### src/rtl/mips_mem_pkg.sv
// Shared memory-access constants for the MIPS data path.
// Provides the rwtype encodings (shared with the data memory), the LSU FSM
// state type and the alignment helper used when a request is accepted.
package mips_mem_pkg;

  localparam logic [1:0] BYTE_TYPE = 2'b00;
  localparam logic [1:0] HALF_TYPE = 2'b01;
  localparam logic [1:0] WORD_TYPE = 2'b10;

  typedef enum logic [1:0] {
    IDLE   = 2'd0,
    ACCESS = 2'd1,
    RESP   = 2'd2
  } lsu_state_t;

  // Type 2'b11 is illegal and is reported the same way as a misaligned access.
  function automatic logic is_misaligned(input logic [1:0] rwtype, input logic [1:0] addr_lo);
    logic mis;
    case (rwtype)
      BYTE_TYPE: mis = 1'b0;
      HALF_TYPE: mis = addr_lo[0];
      WORD_TYPE: mis = (addr_lo != 2'b00);
      default:   mis = 1'b1;
    endcase
    return mis;
  endfunction

endpackage

### src/rtl/lsu_lane_fmt.sv
// Byte-lane formatting for a 32-bit little-endian data port (purely combinational).
// Ports: rwtype_i/addr_lo_i/sign_ext_i select the lane; wdata_i -> wdata_o replicated,
//        be_o byte enables, rdata_i -> rdata_o extracted and extended.
module lsu_lane_fmt
  import mips_mem_pkg::*;
(
  input  logic [1:0]  rwtype_i,
  input  logic [1:0]  addr_lo_i,
  input  logic        sign_ext_i,
  input  logic [31:0] wdata_i,
  input  logic [31:0] rdata_i,
  output logic [3:0]  be_o,
  output logic [31:0] wdata_o,
  output logic [31:0] rdata_o
);

  logic [7:0]  byte_lane;
  logic [15:0] half_lane;

  always_comb begin
    byte_lane = rdata_i[{addr_lo_i, 3'b000} +: 8];
    half_lane = rdata_i[{addr_lo_i[1], 4'b0000} +: 16];

    be_o    = 4'b1111;
    wdata_o = wdata_i;
    rdata_o = rdata_i;
    case (rwtype_i)
      BYTE_TYPE: begin
        be_o    = 4'b0001 << addr_lo_i;
        wdata_o = {4{wdata_i[7:0]}};
        rdata_o = {{24{sign_ext_i & byte_lane[7]}}, byte_lane};
      end
      HALF_TYPE: begin
        be_o    = addr_lo_i[1] ? 4'b1100 : 4'b0011;
        wdata_o = {2{wdata_i[15:0]}};
        rdata_o = {{16{sign_ext_i & half_lane[15]}}, half_lane};
      end
      default: begin
        // Word (illegal types never reach memory, so they share this path).
      end
    endcase
  end

endmodule

### src/rtl/lsu_ctrl.sv
// Load/store unit: MEM stage request -> ready-handshaked data memory port.
// Ports: cpu_* request/stall/done/result side, mem_* memory side.
// Latency 2 cycles req->done with immediate mem_ready, 1 on alignment error; times out after TIMEOUT.
module lsu_ctrl
  import mips_mem_pkg::*;
#(
  parameter int unsigned TIMEOUT = 16,
  parameter int unsigned CNT_W   = 5
) (
  input  logic        clk,
  input  logic        rst_n,
  input  logic        cpu_req,
  input  logic        cpu_we,
  input  logic [1:0]  cpu_rwtype,
  input  logic        cpu_sign_extend,
  input  logic [31:0] cpu_addr,
  input  logic [31:0] cpu_wdata,
  output logic        cpu_stall,
  output logic        cpu_done,
  output logic [31:0] cpu_rdata,
  output logic        cpu_addr_err,
  output logic        cpu_bus_err,
  output logic [31:0] cpu_bad_addr,
  output logic        mem_req,
  output logic        mem_we,
  output logic [31:0] mem_addr,
  output logic [3:0]  mem_be,
  output logic [31:0] mem_wdata,
  input  logic [31:0] mem_rdata,
  input  logic        mem_ready
);

  localparam bit             TO_EN   = (TIMEOUT != 0);
  localparam logic [CNT_W-1:0] TO_LAST = CNT_W'((TIMEOUT == 0) ? 0 : TIMEOUT - 1);

  lsu_state_t       state_q;
  logic [CNT_W-1:0] cnt_q, cnt_d;
  logic [31:0]      addr_q;
  logic [1:0]       rwtype_q;
  logic             sign_q, we_q;
  logic             mem_req_q, done_q, addr_err_q, bus_err_q;
  logic [3:0]       mem_be_q;
  logic [31:0]      mem_wdata_q, rdata_q, bad_addr_q;

  logic        mis;
  logic [1:0]  fmt_rwtype, fmt_addr_lo;
  logic        fmt_sign;
  logic [3:0]  fmt_be;
  logic [31:0] fmt_wdata, fmt_rdata;

  // One formatter serves both phases: in IDLE it sees the live request (for
  // byte enables / write data), afterwards the latched request (for load data).
  assign fmt_rwtype  = (state_q == IDLE) ? cpu_rwtype      : rwtype_q;
  assign fmt_addr_lo = (state_q == IDLE) ? cpu_addr[1:0]   : addr_q[1:0];
  assign fmt_sign    = (state_q == IDLE) ? cpu_sign_extend : sign_q;

  lsu_lane_fmt u_fmt (
    .rwtype_i   (fmt_rwtype),
    .addr_lo_i  (fmt_addr_lo),
    .sign_ext_i (fmt_sign),
    .wdata_i    (cpu_wdata),
    .rdata_i    (mem_rdata),
    .be_o       (fmt_be),
    .wdata_o    (fmt_wdata),
    .rdata_o    (fmt_rdata)
  );

  assign mis   = is_misaligned(cpu_rwtype, cpu_addr[1:0]);
  assign cnt_d = cnt_q + CNT_W'(1);

  always_ff @(posedge clk or negedge rst_n) begin
    if (!rst_n) begin
      state_q     <= IDLE;
      cnt_q       <= '0;
      addr_q      <= '0;
      rwtype_q    <= '0;
      sign_q      <= 1'b0;
      we_q        <= 1'b0;
      mem_req_q   <= 1'b0;
      done_q      <= 1'b0;
      addr_err_q  <= 1'b0;
      bus_err_q   <= 1'b0;
      mem_be_q    <= '0;
      mem_wdata_q <= '0;
      rdata_q     <= '0;
      bad_addr_q  <= '0;
    end else begin
      done_q <= 1'b0;
      case (state_q)
        IDLE: begin
          if (cpu_req) begin
            addr_err_q <= 1'b0;
            bus_err_q  <= 1'b0;
            if (mis) begin
              addr_err_q <= 1'b1;
              bad_addr_q <= cpu_addr;
              done_q     <= 1'b1;
              state_q    <= RESP;
            end else begin
              addr_q      <= cpu_addr;
              rwtype_q    <= cpu_rwtype;
              sign_q      <= cpu_sign_extend;
              we_q        <= cpu_we;
              mem_be_q    <= fmt_be;
              mem_wdata_q <= fmt_wdata;
              cnt_q       <= '0;
              mem_req_q   <= 1'b1;
              state_q     <= ACCESS;
            end
          end
        end
        ACCESS: begin
          // mem_ready is checked first so a response on the last allowed cycle wins.
          if (mem_ready) begin
            if (!we_q) rdata_q <= fmt_rdata;
            mem_req_q <= 1'b0;
            done_q    <= 1'b1;
            state_q   <= RESP;
          end else if (TO_EN && (cnt_q == TO_LAST)) begin
            bus_err_q  <= 1'b1;
            bad_addr_q <= addr_q;
            mem_req_q  <= 1'b0;
            done_q     <= 1'b1;
            state_q    <= RESP;
          end else begin
            cnt_q <= cnt_d;
          end
        end
        RESP: begin
          state_q <= IDLE;
        end
        default: begin
          state_q <= IDLE;
        end
      endcase
    end
  end

  // Gated by rst_n so the stall drops immediately when reset hits, even while
  // the pipeline still presents a request.
  assign cpu_stall = rst_n & ((state_q == ACCESS) | ((state_q == IDLE) & cpu_req));

  assign cpu_done     = done_q;
  assign cpu_rdata    = rdata_q;
  assign cpu_addr_err = addr_err_q;
  assign cpu_bus_err  = bus_err_q;
  assign cpu_bad_addr = bad_addr_q;
  assign mem_req      = mem_req_q;
  assign mem_we       = we_q;
  assign mem_addr     = {addr_q[31:2], 2'b00};
  assign mem_be       = mem_be_q;
  assign mem_wdata    = mem_wdata_q;

endmodule

### config.mk
export PLATFORM = sky130hd
export DESIGN_NAME = lsu_ctrl
export DESIGN_NICKNAME = d
export VERILOG_FILES = /design/src/rtl/mips_mem_pkg.sv /design/src/rtl/lsu_lane_fmt.sv /design/src/rtl/lsu_ctrl.sv
export SDC_FILE = /design/constraint.sdc
export NUM_CORES = 1
export LEC_CHECK = 0
export ABC_AREA = 1
export CORE_ASPECT_RATIO = 1.5
export CORE_MARGIN = 1.5
export CORE_UTILIZATION = 47
export CTS_BUF_LIST = sky130_fd_sc_hd__clkbuf_8
export DETAILED_ROUTE_END_ITERATION = 10
export HOLD_SLACK_MARGIN = 0.12
export PLACE_DENSITY = 0.81
export SLEW_MARGIN = 0
export SYNTH_ARGS = -nofsm -noshare
export SYNTH_HDL_FRONTEND = slang
export SYNTH_HIERARCHICAL = 1
export SYNTH_SLANG_ARGS = --single-unit
### constraint.sdc
create_clock -name clk -period 4.9 [get_ports clk]
set_input_delay 0.98 -clock clk [delete_from_list [all_inputs] [get_ports clk]]
set_output_delay 0.98 -clock clk [all_outputs]
set_load 0.02 [all_outputs]
==> qor.yml <==
r2r_cells: 14
required_ns: 3.92
rsz0062_at_grt: "false"
cts.clk_slew.worst_paths_ns: 0.08
yosys_warnings: 6
areaGrowthSynthToFinish_pct: 34.70
power_density_mw_per_mm2: 706.3
initial_core_util_pct: 48.25
via_per_inst: 5.023
final_cell_mix: "475 x nand2_1, 238 x clkdlybuf4s50_1, 147 x dfrtp_1, 124 x nand3_1, 66 x o21ai_0"
ys_seq_area_share_pct: 48.58
synth-seq-cells: 147
die_area_mm2: 0.01690
drive_above_1_share_pct: 5.500
rows: 56
synth_area_per_cell_um2: 7.482
slowest_delay_ns: 0.68
grt_util_all_layers_pct: 25.35
grt_pass1_vias: 6808
ios: 242
drc: 0
synth_cell_type_count: 26
tns_ns: 0
cap_violations: 0
die_y_um: 158.5
post-route-period-util_pct: 71.66
yosys.area.top_type: "dfrtp_1"
report.final.slew_viol_count: 0
ys_async_sr_fraction_pct: 100.0
fmax_ghz: 0.2848
synth_flop_cell: "dfrtp_1"
drtPass1Iterations: 5
r2r_slack_ns: 2.13
cts_sinks: 147
hpwl_um: 14610
setup_violations: 0
grt_max_degree: 69
die_x_um: 106.6
grt_pass1_wl_um: 34240
io_buffers: 239
critPathArrivalTime_ns: 2.53
critical_path.endpoint_type: "output port"
synth_top_area_share_pct: 48.58
crit_slowest_cell: "clkdlybuf4s50_1"
drt-wirelength-per-cell_um: 14.83
critical_path_class: "in2out"
worstPathMaxFanout: 5
clock-skew-final_ns: 0.01804
final_common_cell: "nand2_1"
postLayoutCoreUtil_pct: 64.99
num_vias: 7047
postCtsHoldBufs: 0
synthCells: 1012
crit_buf_inv: 2
path_cells: "clkdlybuf4s50_1 -> nand2_1 -> a21boi_0 -> clkdlybuf4s50_1"
worst_slew_pin_slew_ns: 1.153
drtIter0Drc: 447
finalHoldViolations: 0
slew_headroom_pct: 22.98
cts_resized: 0
final_cells: 1403
antenna_found_initial: 0
path_common_cell: "clkdlybuf4s50_1"
path_delay_family: "buffers and inverters"
n_antenna_cell: 0
nNetsFinal: 1294
place_inst: 1372
htree_levels: 4
min_path_type: "in2async"
clk_path_buf_depth: 2
cellLeakagePower_uw: 0.005149
core_mm2: 0.01570
synth_edf_count: 0
fillers: 1379
status: "complete, no violations"
p_total_uw: 7205
path_depth: 4
wl_um: 20810
ir_worst_vdd_v: 0.0004071
start_kind: "input port"
gp_congestion: 0.8727
cts_tree: "built"
final.min_clock_period_ns: 3.511
cts_buffers: 17
gr-total-overflow: 0
synthTopCellsByArea: "dfrtp_1 49%, nand2_1 24%, nand3_1 8.3%"
post_cts_buffers: 0
ctsRootBufferMaster: "clkbuf_8"
hold_ws_ns: 0.4554
syn_area_mm2: 0.007572
worstSkewPairLatency_ns: 0.44
ant_nets: 0
==> flip-flops by register name (all words and copies together) (netlist names) <==
signal,count
cpu_addr_err,1
cnt_q,5
cpu_bus_err,1
state_q,2
cpu_rdata,32
rwtype_q,2
mem_be,4
mem_wdata,32
sign_q,1
addr_q,32
cpu_done,1
cpu_bad_addr,32
mem_req,1
mem_we,1
==> stage by stage <==
step           setup slack (ns)  area [µm²]
2_1_floorplan             2.345        7576
3_5_place_dp              1.396        9749
4_1_cts                   1.393       10200
5_1_grt                   1.324       10200
6_report                  1.389       10200
3_3_place_gp              1.438        9749
==> power breakdown <==
group          total [µW]  internal [µW]  switching (µW)
sequential           2140           1780             362
clock                1060            599             465
combinational        4000           1590            2410
==> worst paths after layout <==
kind / end / from
max: cpu_stall / cpu_req
min reg2reg: mem_req / mem_req
min in group clk: mem_req / mem_req
max in group asynchronous: cpu_rdata[7] / rst_n
max reg2reg: cpu_rdata[11] / state_q[0]
min: addr_q[24] / rst_n
==> cells by family (layout without fill, tap and decap cells) <==
| kind of cell | Yosys count | after routing | synth area share, % |
|---|---|---|---|
| compound gates | 86 | 86 | 5.849 |
| buf+inv | 150 | 337 | 10.74 |
| other cells | 1 | 2 | 0.04952 |
| simple gates | 626 | 626 | 34.45 |
| fa+ha+maj | 2 | 2 | 0.3304 |
| flops | 147 | 147 | 48.58 |
==> metal layers <==
metal	part of all wire [%]	GRT usage, %
met3	6.0	4.666
met4	2.5	9.714
met1	41	31.59
met2	51	43.62
met5	0	0
==> synthesized netlist by cell type, types with 3 or more instances <==
library cell	n
nand3_1	125
nor2_1	11
buf_2	29
nand2_2	3
dfrtp_1	147
nand2_4	4
clkbuf_1	17
nor2_4	4
o211ai_1	4
buf_6	5
buf_4	41
o21ai_0	69
nand2_1	475
o21ai_1	11
inv_2	4
inv_1	48
==> layout make-up <==
type                       count  area (µm²)  area share (%)
inverter                      56       230.2           2.257
tap                          203       254.0           2.490
sequential                   147        3679           36.06
clock buffer                  20       275.3           2.699
timing repair buffer         250        2476           24.28
multi-input combinational    716        3110           30.50
clock inverter                11       175.2           1.717
Power figures use the tool's default switching activity.
